[config.mk]
export PLATFORM = sky130hd
export DESIGN_NAME = hog_blk_sched
export DESIGN_NICKNAME = d
export VERILOG_FILES = /design/src/rtl/hog_pkg.sv /design/src/rtl/hog_cell_cnt.sv /design/src/rtl/hog_blk_sched.sv
export SDC_FILE = /design/constraint.sdc
export NUM_CORES = 1
export LEC_CHECK = 0
export ABC_AREA = 1
export BUFFER_PORTS_ARGS = -buffer_cell sky130_fd_sc_hd__buf_2
export CAP_MARGIN = 10
export CORE_AREA = 3 3 239 241
export CTS_CLUSTER_DIAMETER = 40
export DETAILED_ROUTE_END_ITERATION = 12
export DIE_AREA = 0 0 242 244
export GPL_TIMING_DRIVEN = 0
export PLACE_DENSITY = 0.53
export SLEW_MARGIN = 30
export SYNTH_ARGS = -nofsm -noshare
export SYNTH_HDL_FRONTEND = slang
export SYNTH_SLANG_ARGS = --single-unit
[constraint.sdc]
create_clock -name clk -period 1.6 [get_ports clk]
set_input_delay 0.16 -clock clk [delete_from_list [all_inputs] [get_ports clk]]
set_output_delay 0.16 -clock clk [all_outputs]
set_load 0.005 [all_outputs]
[src/rtl/hog_pkg.sv]
// rtl/hog_pkg.sv - shared defaults and FSM state type for the HOG block scheduler
package hog_pkg;

  localparam int DATA_W  = 288;
  localparam int CELLS_X = 80;
  localparam int CELLS_Y = 60;
  localparam int ADDR_W  = 13;

  typedef enum logic [2:0] {
    IDLE,
    RUN,
    ISSUE,
    WAIT,
    DONE
  } state_t;

endpackage

[src/rtl/hog_cell_cnt.sv]
// rtl/hog_cell_cnt.sv - row/column/linear cell address counter
module hog_cell_cnt #(
  parameter int CELLS_X = hog_pkg::CELLS_X,
  parameter int CELLS_Y = hog_pkg::CELLS_Y,
  parameter int ADDR_W  = hog_pkg::ADDR_W
) (
  input  logic              clk,
  input  logic              rst,
  input  logic              inc,
  input  logic              clr,
  output logic [ADDR_W-1:0] row,
  output logic [ADDR_W-1:0] col,
  output logic [ADDR_W-1:0] addr,
  output logic              last_cell
);
  import hog_pkg::*;

  localparam logic [ADDR_W-1:0] COL_MAX = ADDR_W'(CELLS_X - 1);
  localparam logic [ADDR_W-1:0] ROW_MAX = ADDR_W'(CELLS_Y - 1);

  logic [ADDR_W-1:0] row_q, row_d;
  logic [ADDR_W-1:0] col_q, col_d;
  logic [ADDR_W-1:0] addr_q, addr_d;

  assign last_cell = (row_q == ROW_MAX) && (col_q == COL_MAX);

  // Wrapping on the last cell keeps addr inside the frame even before clr lands
  always_comb begin
    row_d  = row_q;
    col_d  = col_q;
    addr_d = addr_q;
    if (clr) begin
      row_d  = '0;
      col_d  = '0;
      addr_d = '0;
    end else if (inc) begin
      if (last_cell) begin
        row_d  = '0;
        col_d  = '0;
        addr_d = '0;
      end else if (col_q == COL_MAX) begin
        col_d  = '0;
        row_d  = row_q + 1'b1;
        addr_d = addr_q + 1'b1;
      end else begin
        col_d  = col_q + 1'b1;
        addr_d = addr_q + 1'b1;
      end
    end
  end

  always_ff @(posedge clk) begin
    if (rst) begin
      row_q  <= '0;
      col_q  <= '0;
      addr_q <= '0;
    end else begin
      row_q  <= row_d;
      col_q  <= col_d;
      addr_q <= addr_d;
    end
  end

  assign row  = row_q;
  assign col  = col_q;
  assign addr = addr_q;

endmodule

[src/rtl/hog_blk_sched.sv]
// rtl/hog_blk_sched.sv - streams cell histograms to the buffer and issues 2x2 blocks
module hog_blk_sched #(
  parameter int DATA_W  = hog_pkg::DATA_W,
  parameter int CELLS_X = hog_pkg::CELLS_X,
  parameter int CELLS_Y = hog_pkg::CELLS_Y,
  parameter int ADDR_W  = hog_pkg::ADDR_W
) (
  input  logic              clk,
  input  logic              rst,
  input  logic              start,
  input  logic              cell_valid,
  output logic              cell_ready,
  input  logic [DATA_W-1:0] cell_bin,
  output logic [DATA_W-1:0] bin,
  output logic              i_valid,
  output logic [ADDR_W-1:0] addr_fw,
  output logic              blk_valid,
  input  logic              blk_ready,
  output logic [ADDR_W-1:0] bid,
  output logic              busy,
  output logic              frame_done
);
  import hog_pkg::*;

  state_t            state_q, state_d;
  logic              last_q, last_d;
  logic [DATA_W-1:0] bin_q;
  logic              i_valid_q;
  logic [ADDR_W-1:0] addr_fw_q;
  logic [ADDR_W-1:0] bid_q;

  logic [ADDR_W-1:0] row, col, addr;
  logic              last_cell;
  logic              accept;
  logic              completes;

  assign accept    = cell_valid && cell_ready;
  assign completes = (row != '0) && (col != '0);

  hog_cell_cnt #(
    .CELLS_X (CELLS_X),
    .CELLS_Y (CELLS_Y),
    .ADDR_W  (ADDR_W)
  ) u_cnt (
    .clk       (clk),
    .rst       (rst),
    .inc       (accept),
    .clr       (state_q == DONE),
    .row       (row),
    .col       (col),
    .addr      (addr),
    .last_cell (last_cell)
  );

  // last_q remembers whether the pending block closes the frame; the counter has already wrapped
  always_comb begin
    state_d    = state_q;
    last_d     = last_q;
    cell_ready = 1'b0;
    blk_valid  = 1'b0;
    busy       = 1'b1;
    frame_done = 1'b0;
    unique case (state_q)
      IDLE: begin
        busy = 1'b0;
        if (start) state_d = RUN;
      end
      RUN: begin
        cell_ready = 1'b1;
        if (cell_valid && completes) begin
          state_d = ISSUE;
          last_d  = last_cell;
        end
      end
      ISSUE: state_d = WAIT;
      WAIT: begin
        blk_valid = 1'b1;
        if (blk_ready) state_d = last_q ? DONE : RUN;
      end
      DONE: begin
        frame_done = 1'b1;
        state_d    = IDLE;
      end
      default: begin
        busy    = 1'b0;
        state_d = IDLE;
      end
    endcase
  end

  always_ff @(posedge clk) begin
    if (rst) begin
      state_q   <= IDLE;
      last_q    <= 1'b0;
      bin_q     <= '0;
      i_valid_q <= 1'b0;
      addr_fw_q <= '0;
      bid_q     <= '0;
    end else begin
      state_q   <= state_d;
      last_q    <= last_d;
      i_valid_q <= accept;
      if (accept) begin
        bin_q     <= cell_bin;
        addr_fw_q <= addr;
      end
      if (state_q == DONE) bid_q <= '0;
      else if (blk_valid && blk_ready) bid_q <= bid_q + 1'b1;
    end
  end

  assign bin     = bin_q;
  assign i_valid = i_valid_q;
  assign addr_fw = addr_fw_q;
  assign bid     = bid_q;

endmodule
==> metrics <==
status finished with violations; failing checks setup timing; Final HPWL DP 45.0 mm; final net count 3072; first-pass GRT wire length 90.4 mm; GRT overflow 0; final wirelength 61.0 mm; count of state elements after synthesis 358; num ports 612; Wirelength per Cell 17.0 um; Avg Inst Size Synth 7.59 um^2; RSZ-0062 raised after global routing yes; WP data arrival 2070 ps; Core Footprint 55100 um^2; final hold vios 0; Slew headroom 40.4%; Synth-to-Final Area Change 74.5%; EDFF count, synth 0; Required @ worst endpoint 2060 ps; largest net degree at the start of global routing 13; CTS tree done; initial DRC count 768; I/O Buffers 610; drt drc 0; Worst R2R Start state_q[1]; Max IR drop VDD 0.000743 V; Max Cap Viol 0; Worst Tran Pin Value 894 ps; CTS sink cnt 358; final total power 32.0 mW; final instance area 23600 um^2; Hold WS 48.6 ps; FP Rows 86; Vias 15700; synth unique cells 36; nets in the synthesized netlist 2082; vias in the first global route 15500; CP max FO 10; die area 59000 um^2; Critical-path top delay cell dfxtp_2; DR vias/cell 4.39; non-filler cells, final 3581; depth of the CTS H-tree 3; Leak 10.6 nW; clk slew on worst S/H paths 50 ps; drt first pass iters 5; height of the die 244 um; Die Span X 242 um; Syn Std Cell Area 13500 um^2; initial antenna violation count 6; placer congestion estimate 0.929; minimum clock period 1600 ps; crit-path max cell delay 320 ps; worst skew pair latency 580 ps; yosys warns 0; crit share post-route 100%; setup ws final -3.99 ps; CTS Buffer Depth 3; share of cells above drive strength 1 31.8%; CP Launch Point state_q[1]; Starting Density 24.6%; total CTS buffers 68; Crit. End Element flip-flop; Total GRT Usage 19.6%; synthesized instance count 1783; WS Path Type flip-flop to flip-flop; critical-path cell list inv_2 > nand2_2 > nor2_4 > nand2_4 > buf_12 > buf_6 > clkbuf_4 > o21ai_2 > nor2_1; fmax 0.623 GHz; Setup TNS -7.19 ps; Primary FF master, synth dfxtp_1; Clock Tree Root clkbuf_16; Cells after DPL 3141; post-route clock skew 17.7 ps; Synth async-reset ratio 0%; PwrDens 1360 nW/um^2; Slew Limit Fails 0; Hold Path Origin blk_ready; Seq/Total Area, Yosys 52.9%; Startpoint Class flip-flop; Cell Area, Placed 17500 um^2; number of routed nets with antenna violations 0; final setup fails 2; Hold Path Class input port to flip-flop
[kinds of logic after synthesis]
family | Yosys count | synth area share (%)
xor+xnor | 11 | 0.712
simple gates | 870 | 25.7
fa+ha+maj | 6 | 0.554
buf+inv | 173 | 6.45
flops | 358 | 52.9
compound gates | 365 | 13.6
[layer usage]
metal  global-route usage [%]  up-vias  wire, um
met5                        0        -         0
met4                     11.1        0      3540
met3                     5.24      170      3610
met2                     34.1      552     29800
met1                     21.7     7233     24000
li1                         -     7769         -
[layout make-up]
| class | instances | area [um^2] |
|---|---|---|
| Inverter | 67 | 268 |
| Fill cell | 5476 | 31500 |
| Multi-Input combinational cell | 1253 | 5770 |
| Clock inverter | 35 | 539 |
| Timing Repair Buffer | 919 | 6140 |
| Tap cell | 748 | 936 |
| Antenna cell | 7 | 17.5 |
| Buffer | 106 | 882 |
| Clock buffer | 88 | 1890 |
| Sequential cell | 358 | 7180 |
[worst paths after layout]
| check | cells past startpoint | to | slack [ps] |
|---|---|---|---|
| hold reg to reg | 2 | u_cnt.addr[12] | 470 |
| setup reg to reg | 9 | bin[20] | -4 |
| setup / recovery | 9 | bin[20] | -4 |
| hold / removal | 5 | bid[7] | 50 |
[synth_stat cells, types with 2 or more instances]
| cell | n | area [um^2] |
|---|---|---|
| nand4_1 | 16 | 100 |
| nand3_1 | 40 | 200 |
| inv_1 | 62 | 233 |
| a211oi_1 | 2 | 15.0 |
| nand2_1 | 127 | 477 |
| nor3_1 | 26 | 130 |
| buf_2 | 13 | 65.1 |
| nand2_2 | 2 | 12.5 |
| o21ai_1 | 68 | 340 |
| clkbuf_2 | 5 | 25.0 |
| o21ai_0 | 241 | 1210 |
| buf_4 | 24 | 180 |
| nor2_4 | 8 | 90.1 |
| buf_6 | 12 | 135 |
| a21oi_1 | 48 | 240 |
| nor2_1 | 645 | 2420 |
| inv_2 | 2 | 7.51 |
| dfxtp_1 | 358 | 7170 |
| ha_1 | 6 | 75.1 |
| clkinv_1 | 2 | 7.51 |
| clkbuf_1 | 51 | 191 |
| xor2_1 | 10 | 87.6 |
| o21bai_1 | 2 | 15.0 |
[critical path, delay by kind of cell, from the launching register on]
family / cells / cell delay (ps)
AO/OA/AOI/OAI: 1 / 180
AND/OR/NAND/NOR: 4 / 370
flip-flops: 1 / 320
buffers and inverters: 4 / 610
[report_power, final]
part,switching [mW],leakage [nW],internal [mW]
clock network,4.91,1.19,10.3
logic,3.32,6.52,2.86
registers,0.569,2.93,10.1
[cell usage in the layout (no fill, tap or decap), drive strengths merged]
cell and count:
a211oi 2, a21oi 48, and2 1, buf 689, bufinv 12, clkbuf 131
clkdlybuf4s15 1, clkinv 17, clkinvlp 3, dfxtp 358, diode 7, dlygate4sd3 292
ha 6, inv 70, nand2 130, nand3 41, nand4 16, nor2 654
nor3 27, o211ai 1, o21a 1, o21ai 311, o21bai 2, o22ai 1
or2 1, xnor2 1, xor2 10
[metrics by stage]
stage                     util [%]  setup WS (ps)
final                         42.9          -3.99
after floorplan                  -            109
after CTS                     42.0          -18.2
after global routing          42.9          -77.8
after global placement        31.8           -635
after detailed placement      31.8           -589
[state kept, by name (all words and copies together) (netlist names), 3 cells and up]
register and count:
addr_fw 13, bid 13, bin 288, state_q 3
u_cnt.addr 13, u_cnt.col 13, u_cnt.row 13
[timing repair]
item | 4_1_cts | 5_1_grt
endpoints found under the hold margin | 295 | 0
gates cloned | 0 | 3
pin swaps | 6 | 10
hold buffers | 292 | 0
resized for setup | 107 | 248
setup endpoints to repair | 329 | 330
buffers inserted | 5 | 10
(Power assumes the default switching activity.)
